**config.mk**
```make
export PLATFORM = sky130hd
export DESIGN_NAME = ctrl_pipe
export DESIGN_NICKNAME = d
export VERILOG_FILES = /design/src/rtl/ctrl_pipe.sv
export SDC_FILE = /design/constraint.sdc
export NUM_CORES = 1
export LEC_CHECK = 0
export ABC_AREA = 1
export ABC_CLOCK_PERIOD_IN_PS = 3000
export CORE_UTILIZATION = 34
export DETAILED_ROUTE_END_ITERATION = 8
export DONT_BUFFER_PORTS = 1
export GPL_ROUTABILITY_DRIVEN = 0
export PLACE_DENSITY = 0.49
export SLEW_MARGIN = 10
export SYNTH_ARGS = -nofsm -noshare
export SYNTH_HDL_FRONTEND = slang
export SYNTH_SLANG_ARGS = --single-unit
```
**constraint.sdc**
```tcl
create_clock -name clk -period 3 [get_ports clk]
set_clock_uncertainty 0.05 [all_clocks]
set_input_delay 0.45 -clock clk [delete_from_list [all_inputs] [get_ports clk]]
set_output_delay 0.45 -clock clk [all_outputs]
set_load 0.05 [all_outputs]
```
**src/rtl/ctrl_pipe.sv**
```systemverilog
// rtl/ctrl_pipe.sv - pipelined RV32I(+M) control unit with ID/EX register and flow control
module ctrl_pipe #(
    parameter int MDU_EN  = 1,
    parameter int MDU_LAT = 4,
    parameter int CNT_W   = 6
) (
    input  logic        clk,
    input  logic        rstn,
    input  logic        id_valid,
    output logic        id_ready,
    input  logic [31:0] id_instr,
    input  logic        ex_ready,
    input  logic        flush,
    output logic        ex_valid,
    output logic [4:0]  ex_rd,
    output logic [4:0]  ex_rs1,
    output logic [4:0]  ex_rs2,
    output logic        ex_RegWrite,
    output logic        ex_MemWrite,
    output logic        ex_MemRead,
    output logic        ex_ALUSrc,
    output logic [5:0]  ex_EXTOp,
    output logic [4:0]  ex_ALUOp,
    output logic [4:0]  ex_NPCOp,
    output logic [1:0]  ex_WDSel,
    output logic        ex_mdu,
    output logic [2:0]  ex_MDUOp,
    output logic        ex_illegal
);
    localparam logic [6:0] OP_R    = 7'b0110011;
    localparam logic [6:0] OP_I    = 7'b0010011;
    localparam logic [6:0] OP_L    = 7'b0000011;
    localparam logic [6:0] OP_S    = 7'b0100011;
    localparam logic [6:0] OP_B    = 7'b1100011;
    localparam logic [6:0] OP_JAL  = 7'b1101111;
    localparam logic [6:0] OP_JALR = 7'b1100111;
    localparam logic [6:0] OP_LUI  = 7'b0110111;

    localparam logic [5:0] EXT_SHAMT = 6'b100000;
    localparam logic [5:0] EXT_I     = 6'b010000;
    localparam logic [5:0] EXT_S     = 6'b001000;
    localparam logic [5:0] EXT_B     = 6'b000100;
    localparam logic [5:0] EXT_U     = 6'b000010;
    localparam logic [5:0] EXT_J     = 6'b000001;

    localparam logic [4:0] ALU_LUI = 5'b00001;
    localparam logic [4:0] ALU_ADD = 5'b00011;

    localparam logic [4:0] NPC_BR   = 5'd1;
    localparam logic [4:0] NPC_JAL  = 5'd2;
    localparam logic [4:0] NPC_JALR = 5'd4;

    localparam logic [1:0] WD_MEM = 2'b01;
    localparam logic [1:0] WD_PC  = 2'b10;

    localparam logic [CNT_W-1:0] CNT_LOAD = CNT_W'(MDU_LAT - 1);

    typedef struct packed {
        logic [4:0] rd;
        logic [4:0] rs1;
        logic [4:0] rs2;
        logic       regw;
        logic       memw;
        logic       memr;
        logic       alusrc;
        logic [5:0] ext;
        logic [4:0] alu;
        logic [4:0] npc;
        logic [1:0] wd;
        logic       mdu;
        logic [2:0] mduop;
        logic       ill;
    } ctl_t;

    function automatic logic [4:0] alu_of(input logic [2:0] f3, input logic alt);
        case (f3)
            3'd0:    alu_of = alt ? 5'b00100 : 5'b00011;
            3'd1:    alu_of = 5'b01111;
            3'd2:    alu_of = 5'b01010;
            3'd3:    alu_of = 5'b01011;
            3'd4:    alu_of = 5'b01100;
            3'd5:    alu_of = alt ? 5'b10001 : 5'b10000;
            3'd6:    alu_of = 5'b01101;
            default: alu_of = 5'b01110;
        endcase
    endfunction

    function automatic logic [4:0] br_alu(input logic [2:0] f3);
        case (f3)
            3'd0:    br_alu = 5'b00100;
            3'd1:    br_alu = 5'b00101;
            3'd4:    br_alu = 5'b00110;
            3'd5:    br_alu = 5'b00111;
            3'd6:    br_alu = 5'b01000;
            default: br_alu = 5'b01001;
        endcase
    endfunction

    logic [6:0] opc;
    logic [2:0] f3;
    logic [6:0] f7;
    ctl_t       dec;
    ctl_t       ex_q;
    logic       uses_rs1;
    logic       uses_rs2;
    logic [CNT_W-1:0] cnt;
    logic       adv;
    logic       haz;
    logic       mbusy;
    logic       take;

    assign opc = id_instr[6:0];
    assign f3  = id_instr[14:12];
    assign f7  = id_instr[31:25];

    always_comb begin
        dec      = '0;
        dec.rs1  = id_instr[19:15];
        dec.rs2  = id_instr[24:20];
        uses_rs1 = 1'b1;
        uses_rs2 = 1'b0;
        case (opc)
            OP_R: begin
                if (MDU_EN != 0 && f7 == 7'b0000001) begin
                    dec.mdu   = 1'b1;
                    dec.regw  = 1'b1;
                    dec.mduop = f3;
                    uses_rs2  = 1'b1;
                end else if (f7 == 7'b0 || (f7 == 7'b0100000 && (f3 == 3'd0 || f3 == 3'd5))) begin
                    dec.regw = 1'b1;
                    dec.alu  = alu_of(f3, f7[5]);
                    uses_rs2 = 1'b1;
                end else begin
                    dec.ill = 1'b1;
                end
            end
            OP_I: begin
                dec.regw   = 1'b1;
                dec.alusrc = 1'b1;
                dec.ext    = EXT_I;
                dec.alu    = alu_of(f3, 1'b0);
                if (f3 == 3'd1 || f3 == 3'd5) begin
                    dec.ext = EXT_SHAMT;
                    dec.alu = alu_of(f3, f7[5]);
                    if (!(f7 == 7'b0 || (f3 == 3'd5 && f7 == 7'b0100000)))
                        dec.ill = 1'b1;
                end
            end
            OP_L: begin
                if (f3 == 3'd2) begin
                    dec.regw   = 1'b1;
                    dec.memr   = 1'b1;
                    dec.alusrc = 1'b1;
                    dec.ext    = EXT_I;
                    dec.alu    = ALU_ADD;
                    dec.wd     = WD_MEM;
                end else begin
                    dec.ill = 1'b1;
                end
            end
            OP_S: begin
                if (f3 == 3'd2) begin
                    dec.memw   = 1'b1;
                    dec.alusrc = 1'b1;
                    dec.ext    = EXT_S;
                    dec.alu    = ALU_ADD;
                    uses_rs2   = 1'b1;
                end else begin
                    dec.ill = 1'b1;
                end
            end
            OP_B: begin
                if (f3 == 3'd2 || f3 == 3'd3) begin
                    dec.ill = 1'b1;
                end else begin
                    dec.ext  = EXT_B;
                    dec.npc  = NPC_BR;
                    dec.alu  = br_alu(f3);
                    uses_rs2 = 1'b1;
                end
            end
            OP_JAL: begin
                dec.regw = 1'b1;
                dec.ext  = EXT_J;
                dec.npc  = NPC_JAL;
                dec.wd   = WD_PC;
                uses_rs1 = 1'b0;
            end
            OP_JALR: begin
                if (f3 == 3'd0) begin
                    dec.regw   = 1'b1;
                    dec.alusrc = 1'b1;
                    dec.ext    = EXT_I;
                    dec.alu    = ALU_ADD;
                    dec.npc    = NPC_JALR;
                    dec.wd     = WD_PC;
                end else begin
                    dec.ill = 1'b1;
                end
            end
            OP_LUI: begin
                dec.regw   = 1'b1;
                dec.alusrc = 1'b1;
                dec.ext    = EXT_U;
                dec.alu    = ALU_LUI;
                uses_rs1   = 1'b0;
            end
            default: dec.ill = 1'b1;
        endcase
        // Illegal encodings carry no side effects but still flow down the pipe.
        if (dec.ill) begin
            dec.regw   = 1'b0;
            dec.memw   = 1'b0;
            dec.memr   = 1'b0;
            dec.alusrc = 1'b0;
            dec.ext    = '0;
            dec.alu    = '0;
            dec.npc    = '0;
            dec.wd     = '0;
            dec.mdu    = 1'b0;
            dec.mduop  = '0;
            uses_rs2   = 1'b0;
        end
        dec.rd = dec.regw ? id_instr[11:7] : 5'd0;
    end

    assign adv   = ~ex_valid | ex_ready;
    assign haz   = ex_valid & ex_q.memr & (ex_q.rd != 5'd0) &
                   ((uses_rs1 & (dec.rs1 == ex_q.rd)) | (uses_rs2 & (dec.rs2 == ex_q.rd)));
    assign mbusy = (cnt != '0);
    assign id_ready = flush | (adv & ~haz & ~mbusy);
    assign take  = id_valid & ~flush & adv & ~haz & ~mbusy;

    always_ff @(posedge clk or negedge rstn) begin
        if (!rstn) begin
            ex_valid <= 1'b0;
            ex_q     <= '0;
            cnt      <= '0;
        end else begin
            if (take && dec.mdu)
                cnt <= CNT_LOAD;
            else if (cnt != '0)
                cnt <= cnt - CNT_W'(1);
            if (adv || flush) begin
                if (take) begin
                    ex_valid <= 1'b1;
                    ex_q     <= dec;
                end else begin
                    ex_valid <= 1'b0;
                    ex_q     <= '0;
                end
            end
        end
    end

    assign ex_rd       = ex_q.rd;
    assign ex_rs1      = ex_q.rs1;
    assign ex_rs2      = ex_q.rs2;
    assign ex_RegWrite = ex_q.regw;
    assign ex_MemWrite = ex_q.memw;
    assign ex_MemRead  = ex_q.memr;
    assign ex_ALUSrc   = ex_q.alusrc;
    assign ex_EXTOp    = ex_q.ext;
    assign ex_ALUOp    = ex_q.alu;
    assign ex_NPCOp    = ex_q.npc;
    assign ex_WDSel    = ex_q.wd;
    assign ex_mdu      = ex_q.mdu;
    assign ex_MDUOp    = ex_q.mduop;
    assign ex_illegal  = ex_q.ill;
endmodule

```
Word level (Yosys, flattened, before mapping)
Cells that the tools add are included.
Word-level totals
  register bits after elaboration: 49
  input bits: 37
  output and inout bits: 44
  word-level logic and storage cells: 116
Cells by class
  add/subtract/negate cells: 1
  equality and inequality tests: 18
  mux-type cells: 45
  bitwise operators: 18
  reductions and logical operators: 18
Operators by type and width (count)
  5-bit one-hot mux with 7 select lines: 3
  42-bit two-way mux: 1
  6-bit one-hot mux with 7 select lines: 1
  7-bit by 6-bit == test with 1-bit output (second input constant): 4
  13-bit two-way mux: 2
  26-bit two-way mux: 1
  7-bit == test (second input constant): 3
  4-bit one-hot mux with 5 select lines: 1
  1-bit two-way mux: 19
  19-bit two-way mux: 1
  5-bit two-way mux: 3
  5-bit one-hot mux with 3 select lines: 1
  12-bit two-way mux: 1
  6-bit two-way mux: 2
  1-bit bitwise AND: 11
  11-bit two-way mux: 1
  5-bit == test: 2
  3-bit == test (second input constant): 3
  4-bit two-way mux: 2
  1-bit one-hot mux with 4 select lines: 2
  7-bit by 1-bit == test with 1-bit output (second input constant): 1
  7-bit by 2-bit == test with 1-bit output (second input constant): 1
  7-bit by 5-bit == test with 1-bit output (second input constant): 1
  7-bit zero test: 1
  17 further kinds: 32

Depth between registers and ports, before layout
Gate-level depths: netlist of the first run.
  word-level depth: 16
  gate-level depth with buffers: 15
  depth with buffers taken out: 13

Worst setup path after synthesis of the first run
Ideal clock, no wire load.
  path kind: register -> output
  start point: register ex_q (netlist bit ex_rd[1])
  end point: output id_ready
  data arrival time: 1.955 ns
  data required time: 2.500 ns
  slack: 0.545 ns
  cell stages (with the launch flop): 11
  path buffers: 1
  path through: dfrtp_1 > inv_1 > or2_2 > nand4_1 > nor3_1 > nand2_1 > nand2_1 > nand2_2 > buf_2 > nand3_1 > nand2_1
Between the ends
  word-level cells in the longest chain between the ends: 8
  elaborated cells on any way between the ends: 12
  classes of those cells: eq/ne (2); bitwise (9); reduce/logical (1)
Ends and longest elaborated chain
  from (decl): line 103  | ctl_t ex_q;
  from (signal assigned): line 237  | ex_q <= '0;
  from (signal assigned): line 247  | ex_q <= dec;
  from (signal assigned): line 250  | ex_q <= '0;
  5-bit == test: line 229  | ((uses_rs1 & (dec.rs1 == ex_q.rd)) | (uses_rs2 & (dec.rs2 == ex_q.rd)));
  1-bit bitwise AND: line 229
  1-bit OR: line 229
  1-bit bitwise AND *: line 228  | assign haz = ex_valid & ex_q.memr & (ex_q.rd != 5'd0) &
  1-bit inverter *: line 231  | assign id_ready = flush | (adv & ~haz & ~mbusy);
  1-bit bitwise AND * (2 in a row): line 231
  1-bit OR *: line 231
  to (decl): line 10  | output logic id_ready,
Mark *: on every way between the ends. The rest lies on a longest branch, timed or not.

Worst setup path after layout of the first run
  start point: register ex_q (netlist bit ex_rd[2])
  end point: output id_ready
Same word-level chain as after synthesis.

==> results of run 1 <==
-- area by class of cell --
class	instances	area, sq um	area share [%]
clock buffer	7	86.33	2.723
clock inverter	1	5.005	0.1579
inverter	55	206.4	6.511
multi-input combinational	286	1478	46.61
sequential	46	1151	36.31
tap	105	131.4	4.144
timing repair buffer	12	112.6	3.552
-- final timing paths --
check                                  start           to  slack [ns]  depth (start not counted)
worst max-delay path                ex_rd[2]     id_ready        0.30                         10
worst min-delay path            id_instr[19]    ex_rs1[4]        0.25                          2
worst max register to register      ex_rd[2]     ex_rd[0]        0.54                          7
worst min register to register        cnt[2]       cnt[2]        0.46                          1
max in group asynchronous               rstn     ex_rd[0]        2.09                          2
min in group asynchronous               rstn  ex_EXTOp[5]        0.60                          2
-- metrics by stage --
step	total power [uW]	std cells	hold slack (ns)	util [%]
global placement	940.3	502	0.1055	36.77
floorplan	902.1	403	0.1044	-
global route	1432	512	0.2397	38.39
detailed placement	943.2	502	0.1053	36.77
finish	1342	512	0.2456	38.39
CTS	1361	512	0.2343	38.33
-- critical path, cell delays in order, from the launching register on --
cell and delay (ns):
dfrtp_1 0.70, inv_1 0.17, nand2_1 0.10, nand4_1 0.08
nor3_1 0.18, nand2_1 0.07, nand2_1 0.09, nand2_4 0.16
nand3_1 0.11, nand2_1 0.05, buf_4 0.18
-- where the power goes --
part	switching, uW	internal [uW]
combinational	152	86.5
clock	206	186
sequential	46.7	665
total	404	938
-- layer usage --
layer  vias to the layer above  part of all wire, %  GRT usage [%]
met5                         -                    0              0
met4                         0                 0.57          3.030
met3                         4                  6.5          5.314
met2                        53                   44          28.84
met1                      1155                   48          24.96
li1                       1291                    -              -
-- flip-flops by register name, summed over array words and instances (netlist names) --
signal	count
cnt	6
ex_EXTOp	6
ex_ALUOp	5
ex_rd	5
ex_rs1	5
ex_rs2	5
ex_MDUOp	3
ex_NPCOp	2
ex_WDSel	2
ex_ALUSrc	1
ex_MemRead	1
ex_MemWrite	1
ex_RegWrite	1
ex_illegal	1
ex_mdu	1
ex_valid	1
-- layout by cell type (no fill, tap or decap) --
master,Yosys,final
a21oi_1,6,6
buf_16,0,1
buf_4,3,10
clkbuf_1,8,1
clkbuf_8,0,6
clkinv_1,1,1
clkinv_2,0,1
conb_1,1,2
dfrtp_1,46,46
dlygate4sd3_1,0,1
ha_1,1,1
inv_1,47,47
inv_2,7,7
nand2_1,104,104
nand2_4,0,1
nand3_1,21,21
nand3_2,4,4
nand3b_1,1,1
nand4_1,33,33
nor2_1,58,58
nor2_2,3,3
nor3_1,7,7
nor3_2,2,2
nor3_4,2,2
o21ai_0,9,9
o21bai_1,6,6
o21bai_2,13,13
o311ai_0,1,1
or2_2,3,3
xor2_1,9,9
-- cells by family (layout without fill, tap and decap cells) --
group           after synthesis  count (layout)
buf+inv                      71              75
other cells                   1               2
simple gates                239             239
fa+ha+maj                     1               1
xor+xnor                      9               9
flops                        46              46
compound gates               35              35
-- repair_timing --
action | in CTS | in global routing
endpoints found under the hold margin | 46 | 0
hold buffers | 2 | 0
gates resized for setup | 0 | 1
setup endpoints to repair | 0 | 1
==> run metrics, run 1 <==
top-count cell post-synth=nand2_1; Worst Slack Setup Final=0.3022 ns; Crit Path Max Fanout=22; Num Clock Sinks=46; Post-Synth Simple-Gate Area=between 30% and 40%; CP required=around 2.5 ns; top post-synthesis cells by area=dfrtp_1, nand2_1, nor2_1; CP Capture Type=output port; DR iter-0 viols=approximately 110; DRT antenna net count=0; Post-synth ARST share=100.0%; total negative slack=0 ns; H-tree levels=2; mux contribution to synthesized area=0%; Clock Tree Root=clkbuf_8; largest net degree at the start of global routing=47; Post-Synth XOR/XNOR Area=roughly 2.7%; Ports=81; Post-Route WL=a little under 8 mm; Vias per Instance=a little under 5; Syn Std Cell Area=about 2900 sq um; RSZ-0062 raised after global routing=no; yosys warns=0; Core ar.=8258 sq um; pwr dens=around 420 nW/um^2; fin crit share=between 80% and 90%; FP Rows=33; Hold Crit Class=in -> reg; Seq/Total Area, Yosys=between 30% and 40%; Post-DP HPWL=5.946 mm; P_leak=around 0.0016 uW; CTS Buffer Depth=2; status=finished, final reports clean; placed cell area=between 3000 and 4000 sq um; CTS tree=yes; GRT Residual Overflow=0; IO Port Bufs=0; drt wl/cell=~15 um; die area=slightly below 9000 sq um; fmax=370.7 MHz; Filler Cells Inserted=884; DR pass1 iterations=4; antenna cells=0; TritonCTS buffer count=5; top_reg_cell synth=dfrtp_1; first-pass GRT wire length=approximately 13 mm; max cap viols=0; VDD IR max=0.1808 mV; die width=~95 um; Yosys top cell by area=dfrtp_1; Slew Limit Fails=0; library cells used by synthesis=28; Post-route DRC=0; share of the synthesized area in the top cell type=about 39%; Rel. slew slack=between 40% and 50%; worst slew pin tran=roughly 0.89 ns; Worst EP arrival=~2.2 ns; total global-route track usage=a little under a fifth; top cells by count, synth=nand2_1, nor2_1, inv_1; Die Y=around 95 um; Post-CTS Setup Bufs=0; Post-synth EDFFs=0; syn_area_per_cell=between 7 and 8 sq um; Area Overhead vs Synth=8.709%; vias in the first global route=between 2,000 and 2,500; Initial Util=roughly a third; combinational family with the most area after synthesis=simple AND/OR/NAND/NOR gates; Crit Path Category=reg -> out; ratio of cells with drive above 1 in the final layout=a little over an eighth; Synth Area in Adders=less than 1%; #FFs+latches synth=46; clk slew on worst S/H paths=0.08 ns; Setup crit start kind=flip-flop; Syn Inst Count=402; Nets=roughly 440; Worst-Skew Late Latency=roughly 0.30 ns; initial antenna violation count=0; number of failing setup endpoints in the final timing report=0; vias=2,503; Final Cell Area=3171 sq um; Synth Area in Compound Gates=under 10%; final hold violations=0; Period minus WS final=between 2 and 3 ns; Setup Slack @ Placement=0.3826 ns
Note: power is estimated with default switching activity, not from simulation.
==> run 2: changes to the inputs <==
--- a/config.mk
+++ b/config.mk
@@ -11,8 +11,10 @@
 export DETAILED_ROUTE_END_ITERATION = 8
 export DONT_BUFFER_PORTS = 1
 export GPL_ROUTABILITY_DRIVEN = 0
+export GPL_TIMING_DRIVEN = 0
 export PLACE_DENSITY = 0.49
 export SLEW_MARGIN = 10
 export SYNTH_ARGS = -nofsm -noshare
 export SYNTH_HDL_FRONTEND = slang
 export SYNTH_SLANG_ARGS = --single-unit
+export TNS_END_PERCENT = 1
==> run 2 against run 1 <==
Die area stayed put. Combinational power about the same. Hold slack better by 0.0016 ns. First-iteration DRC count rose by 16%. Worst setup slack got worse by 0.056 ns. Via count is 3.8% higher. Clock-buffer cell count unchanged. Fmax shrank 2.0%. Critical path type unchanged. Largest power group unchanged.
==> run metrics, run 2 (synthesis results as in run 1) <==
largest net degree at the start of global routing=47 (unchanged); Num Clock Sinks=46 (unchanged); Worst Hold End=ex_rs1[2] (was ex_rs1[4]); Worst Hold Depth=2 (unchanged); Logic pwr share=18.1% (was 17.7%); worst-case reg-to-reg path depth=8 (was 7); Vias per Instance=5.025 (was 4.889); final hold violations=0 (unchanged); DR iter-0 viols=124 (was 107); Setup crit start kind=flip-flop (unchanged); total global-route track usage=18.32% (was 18.24%); Clk pwr share=27.4% (was 29.2%); vias=2,598 (was 2,503); H-tree levels=2 (unchanged); die width=94.62 um (unchanged); drt wl/cell=15.38 um (was 15.29 um); Worst-Skew Late Latency=0.29 ns (was 0.30 ns); VDD IR max=0.2147 mV (was 0.1808 mV); family with the most delay on the worst path=flip-flops (was simple AND/OR/NAND/NOR gates); initial antenna violation count=0 (unchanged); P_int=911.3 uW (was 938.0 uW); Crit Path Category=reg -> out (unchanged); worst path cell trace=inv_1 -> nand3_1 -> o311ai_0 -> inv_1 -> nand2_2 -> buf_2 -> nand3_1 -> nand2_2 (was inv_1 -> nand2_1 -> nand4_1 -> nor3_1 -> nand2_1 -> nand2_1 -> nand2_4 -> nand3_1 -> nand2_1 -> buf_4); RSZ-0062 raised after global routing=no (unchanged); Hold Crit Class=in -> reg (unchanged); ratio of cells with drive above 1 in the final layout=12.62% (was 13.02%); number of failing setup endpoints in the final timing report=0 (unchanged); total negative slack=0 ns (unchanged); worst hold slack=0.2471 ns (was 0.2456 ns); worst slew pin tran=0.5887 ns (was 0.8912 ns); Net Sw Frac=31.06% (was 30.12%); FF-to-FF End=ex_EXTOp[4] (was ex_rd[0]); Die Y=94.62 um (unchanged); antenna cells=0 (unchanged); GRT Residual Overflow=0 (unchanged); Post-DP HPWL=6.136 mm (was 5.946 mm); pwr dens=416.1 nW/um^2 (was 423.3 nW/um^2); TritonCTS buffer count=5 (unchanged); vias in the first global route=2,526 (was 2,435); Rel. slew slack=60.76% (was 40.58%); Crit Path Max Fanout=10 (was 22); clk slew on worst S/H paths=0.08 ns (about the same); status=finished, final reports clean (unchanged); max incr delay on CP=0.60 ns (was 0.70 ns); fmax=363.2 MHz (was 370.7 MHz); die area=8952 sq um (unchanged); Post-CTS Setup Bufs=0 (unchanged); Clock Tree Root=clkbuf_8 (unchanged); Core ar.=8258 sq um (unchanged); FP Rows=33 (unchanged); commonest non-fill, non-tap cells in the layout=nand2_1, nor2_1, inv_1 (unchanged); DRT antenna net count=0 (unchanged); Reg power frac=54.5% (was 53.0%); Nets=450 (was 444); max cap viols=0 (unchanged); switching power=410.6 uW (was 404.2 uW); DR pass1 iterations=4 (unchanged); first-pass GRT wire length=12.72 mm (was 12.63 mm); Worst Hold Launch=id_instr[17] (was id_instr[19]); CTS tree=yes (unchanged); Ports=81 (unchanged); Post-route DRC=0 (unchanged); RR Startpoint=ex_valid (was ex_rd[2]); Slew Limit Fails=0 (unchanged); Initial Util=35.32% (unchanged); flop-to-flop setup slack=0.99 ns (was 0.54 ns); IO Port Bufs=0 (unchanged); fin crit share=91.79% (was 89.93%); commonest non-fill, non-tap cell in the layout=nand2_1 (unchanged); CP Buf/Inv Count=3 (was 2); Post-Route WL=7.949 mm (was 7.827 mm); CP max stage cell=dfrtp_1 (unchanged); Area Overhead vs Synth=8.923% (was 8.709%); Worst EP arrival=2.25 ns (was 2.20 ns); CTS Buffer Depth=2 (unchanged); Period minus WS final=2.754 ns (was 2.698 ns); P_leak=0.001580 uW (was 0.001615 uW); CP required=2.50 ns (about the same); CP Capture Type=output port (unchanged)
[run 2: worst max-delay path by stage]
stage               endpoint  slack, ns  depth (start not counted)          from
floorplan           id_ready       0.55                         10      ex_rd[1]
global placement    id_ready       0.30                         15  id_instr[12]
detailed placement  id_ready       0.27                         15  id_instr[12]
CTS                 id_ready      0.004                         10      ex_rd[0]
global route        id_ready       0.06                          8      ex_rd[3]
finish              id_ready       0.25                          8      ex_rd[3]
[run 2: area by class of cell]
class / instances / area, sq um
Tap cell: 105 / 131.4
Sequential cell: 46 / 1154
Fill cell: 915 / 5081
Clock buffer: 7 / 76.32
Inverter: 55 / 206.4
Buffer: 16 / 90.09
Timing Repair Buffer: 2 / 37.54
Multi-Input combinational cell: 286 / 1481
[run 2: layer usage]
layer  GRT usage, %  wire length, um  vias to the layer above
met2          30.16             3706                       71
li1               -                -                     1306
met3          4.750              488                        2
met5              0                0                        -
met1          24.49             3729                     1219
met4          2.904               24                        0
[run 2: timing repair]
item                       CTS  global route
setup endpoints to repair    1             1
gates resized for setup      1             3
hold endpoints to repair    46             0
hold buffers                 2             0
[run 2: stage by stage]
step           power [uW]  utilization [%]  setup slack, ns  cell area, sq um  std cells
2_1_floorplan       902.1                -           0.5451              2920        403
3_3_place_gp        940.1            36.95           0.2954              3052        508
3_5_place_dp        945.2            36.95           0.2730              3052        508
4_1_cts              1327            38.35         0.003743              3167        517
5_1_grt              1416            38.47          0.06060              3177        517
6_report             1322            38.47           0.2464              3177        517
[run 2: power groups by stage]
stage / logic [uW] / clock network [uW] / registers, uW
2_1_floorplan: 182 / 0 / 720
3_3_place_gp: 213 / 0 / 728
3_5_place_dp: 219 / 0 / 727
4_1_cts: 238 / 374 / 715
5_1_grt: 281 / 407 / 727
6_report: 239 / 362 / 720
==> run 3: changes to the inputs <==
--- a/config.mk
+++ b/config.mk
@@ -6,7 +6,7 @@
 export NUM_CORES = 1
 export LEC_CHECK = 0
 export ABC_AREA = 1
-export ABC_CLOCK_PERIOD_IN_PS = 3000
+export ABC_CLOCK_PERIOD_IN_PS = 2800
 export CORE_UTILIZATION = 34
 export DETAILED_ROUTE_END_ITERATION = 8
 export DONT_BUFFER_PORTS = 1
==> constraint.sdc (replaced) <==
create_clock -name clk -period 2.8 [get_ports clk]
set_clock_uncertainty 0.05 [all_clocks]
set_input_delay 0.42 -clock clk [delete_from_list [all_inputs] [get_ports clk]]
set_output_delay 0.42 -clock clk [all_outputs]
set_load 0.05 [all_outputs]
==> run 3 against run 2 <==
Register-to-register slack worse by 0.19 ns. Utilization increased by 0.12 points. Clock power increased by 7.2%. Highest routed layer unchanged. Critical endpoint unchanged. First-iteration DRC count did not move. Combinational power grew 8%.
==> run metrics, run 3 (synthesis results as in run 1) <==
worst slew pin tran=0.5441 ns (was 0.5887 ns); drt wl/cell=15.38 um (about the same); fmax=about 380 MHz; RSZ-0062 raised after global routing=no (unchanged); total negative slack=0 ns (unchanged); FP Rows=33 (unchanged); die width=94.62 um (unchanged); worst path cell trace=inv_1 -> or2_2 -> nand4_1 -> nor3_1 -> nand2_1 -> nand2_1 -> nand2_2 -> buf_2 -> nand3_1 -> nand2_4 (was inv_1 -> nand3_1 -> o311ai_0 -> inv_1 -> nand2_2 -> buf_2 -> nand3_1 -> nand2_2); first-pass GRT wire length=12.72 mm (unchanged); commonest non-fill, non-tap cell in the layout=nand2_1 (unchanged); Slew Limit Fails=0 (unchanged); Crit Path Max Fanout=10 (unchanged); Num Clock Sinks=46 (unchanged); final hold violations=0 (unchanged); Worst Hold Depth=2 (unchanged); max cap viols=0 (unchanged); TritonCTS buffer count=5 (unchanged); antenna cells=0 (unchanged); status=finished, final reports clean (unchanged); Setup Slack @ Placement=0.1286 ns (was 0.2730 ns); Worst Slack Setup Final=0.1527 ns (was 0.2464 ns); Rel. slew slack=63.73% (was 60.76%); Initial Util=35.32% (unchanged); Worst EP arrival=2.18 ns (was 2.25 ns); Die Y=94.62 um (unchanged); Post-route DRC=0 (unchanged); stages on the worst setup path=10 (was 8); H-tree levels=2 (unchanged); Crit Path Category=reg -> out (unchanged); Clock Tree Root=clkbuf_8 (unchanged); pwr dens=445.3 nW/um^2 (was 416.1 nW/um^2); Vias per Instance=5.008 (was 5.025); largest net degree at the start of global routing=47 (unchanged); CP Buf/Inv Count=2 (was 3); Post-DP HPWL=6.136 mm (unchanged); DR iter-0 viols=124 (unchanged); Ports=81 (unchanged); Filler Cells Inserted=911 (was 915); CP Capture Type=output port (unchanged); clk slew on worst S/H paths=0.08 ns (about the same); Setup crit start kind=flip-flop (unchanged); CP required=2.33 ns (was 2.50 ns); worst hold slack=0.2173 ns (was 0.2471 ns); CTS tree=yes (unchanged); DRT antenna net count=0 (unchanged); die area=8952 sq um (unchanged); ratio of cells with drive above 1 in the final layout=13.59% (was 12.62%); initial antenna violation count=0 (unchanged); max incr delay on CP=0.57 ns (was 0.60 ns); CTS Buffer Depth=2 (unchanged); family with the most delay on the worst path=simple AND/OR/NAND/NOR gates (was flip-flops); IO Port Bufs=0 (unchanged); Worst-Skew Late Latency=0.29 ns (about the same); VDD IR max=0.2303 mV (was 0.2147 mV); worst-case reg-to-reg path depth=8 (unchanged); Nets=450 (unchanged); commonest non-fill, non-tap cells in the layout=nand2_1, nor2_1, inv_1 (unchanged); CP max stage cell=dfrtp_2 (was dfrtp_1); fin crit share=94.55%; vias=2,589 (was 2,598); P_leak=0.001579 uW (was 0.001580 uW); Hold Crit Class=in -> reg (unchanged); Period minus WS final=between 2 and 3 ns; vias in the first global route=2,526 (unchanged); DR pass1 iterations=4 (unchanged); GRT Residual Overflow=0 (unchanged); Area Overhead vs Synth=9.267% (was 8.923%); Core ar.=8258 sq um (unchanged); Worst path most repeated cell=nand2_1; number of failing setup endpoints in the final timing report=0 (unchanged); Post-Route WL=7.954 mm (was 7.949 mm); total global-route track usage=18.33% (was 18.32%)
run 3: repair_timing:
action	in CTS	in global routing
buffers inserted	0	0
setup endpoints to repair	1	1
resized for setup	4	6
hold buffers	2	0
hold endpoints to repair	46	0
run 3: layout make-up:
type	instances	area [sq um]	share of cell area (%)
inverters	55	206.4	6.478
well taps	105	131.4	4.122
multi-input cells	286	1486	46.64
flip-flops and latches	46	1157	36.32
repair buffers	2	37.54	1.178
clock buffers	7	76.32	2.395
plain buffers	16	91.34	2.866
run 3: final timing paths:
kind,startpoint,endpoint,slack [ns]
min reg2reg,cnt[2],cnt[2],0.45
max in group asynchronous,rstn,ex_rd[4],1.88
max reg2reg,ex_valid,ex_EXTOp[4],0.80
min,id_instr[17],ex_rs1[2],0.22
max,ex_rd[1],id_ready,0.15
min in group asynchronous,rstn,ex_ALUOp[0],0.57
run 3: metal layers:
layer	routed length [um]	track usage, %	up-vias
met2	3693	30.16	65
met5	0	0	-
met4	29	2.904	0
li1	-	-	1305
met3	479	4.750	4
met1	3751	24.52	1215
run 3: worst register-to-register path: cells and delay by family, from the launching register on:
kind | cells | cell delay [ns]
DFF | 1 | 0.67
and+or+nand+nor | 3 | 0.59
buffers and inverters | 4 | 0.51
AOI/OAI and AO/OA | 1 | 0.12
run 3: stage by stage:
stage / utilization (%) / total power, uW / area [sq um] / std cells
6_report: 38.59 / 1419 / 3187 / 517
5_1_grt: 38.59 / 1519 / 3187 / 517
4_1_cts: 38.47 / 1429 / 3177 / 517
3_5_place_dp: 36.95 / 1013 / 3052 / 508
3_3_place_gp: 36.95 / 1007 / 3052 / 508
2_1_floorplan: - / 966.6 / 2920 / 403
run 3: power by group:
| part | switching, uW | total [uW] | leakage [uW] | internal (uW) |
|---|---|---|---|---|
| sequential | 59.7 | 772 | 0.000622 | 713 |
| clock | 216 | 388 | 0.0000383 | 173 |
| combinational | 166 | 258 | 0.000919 | 92.2 |
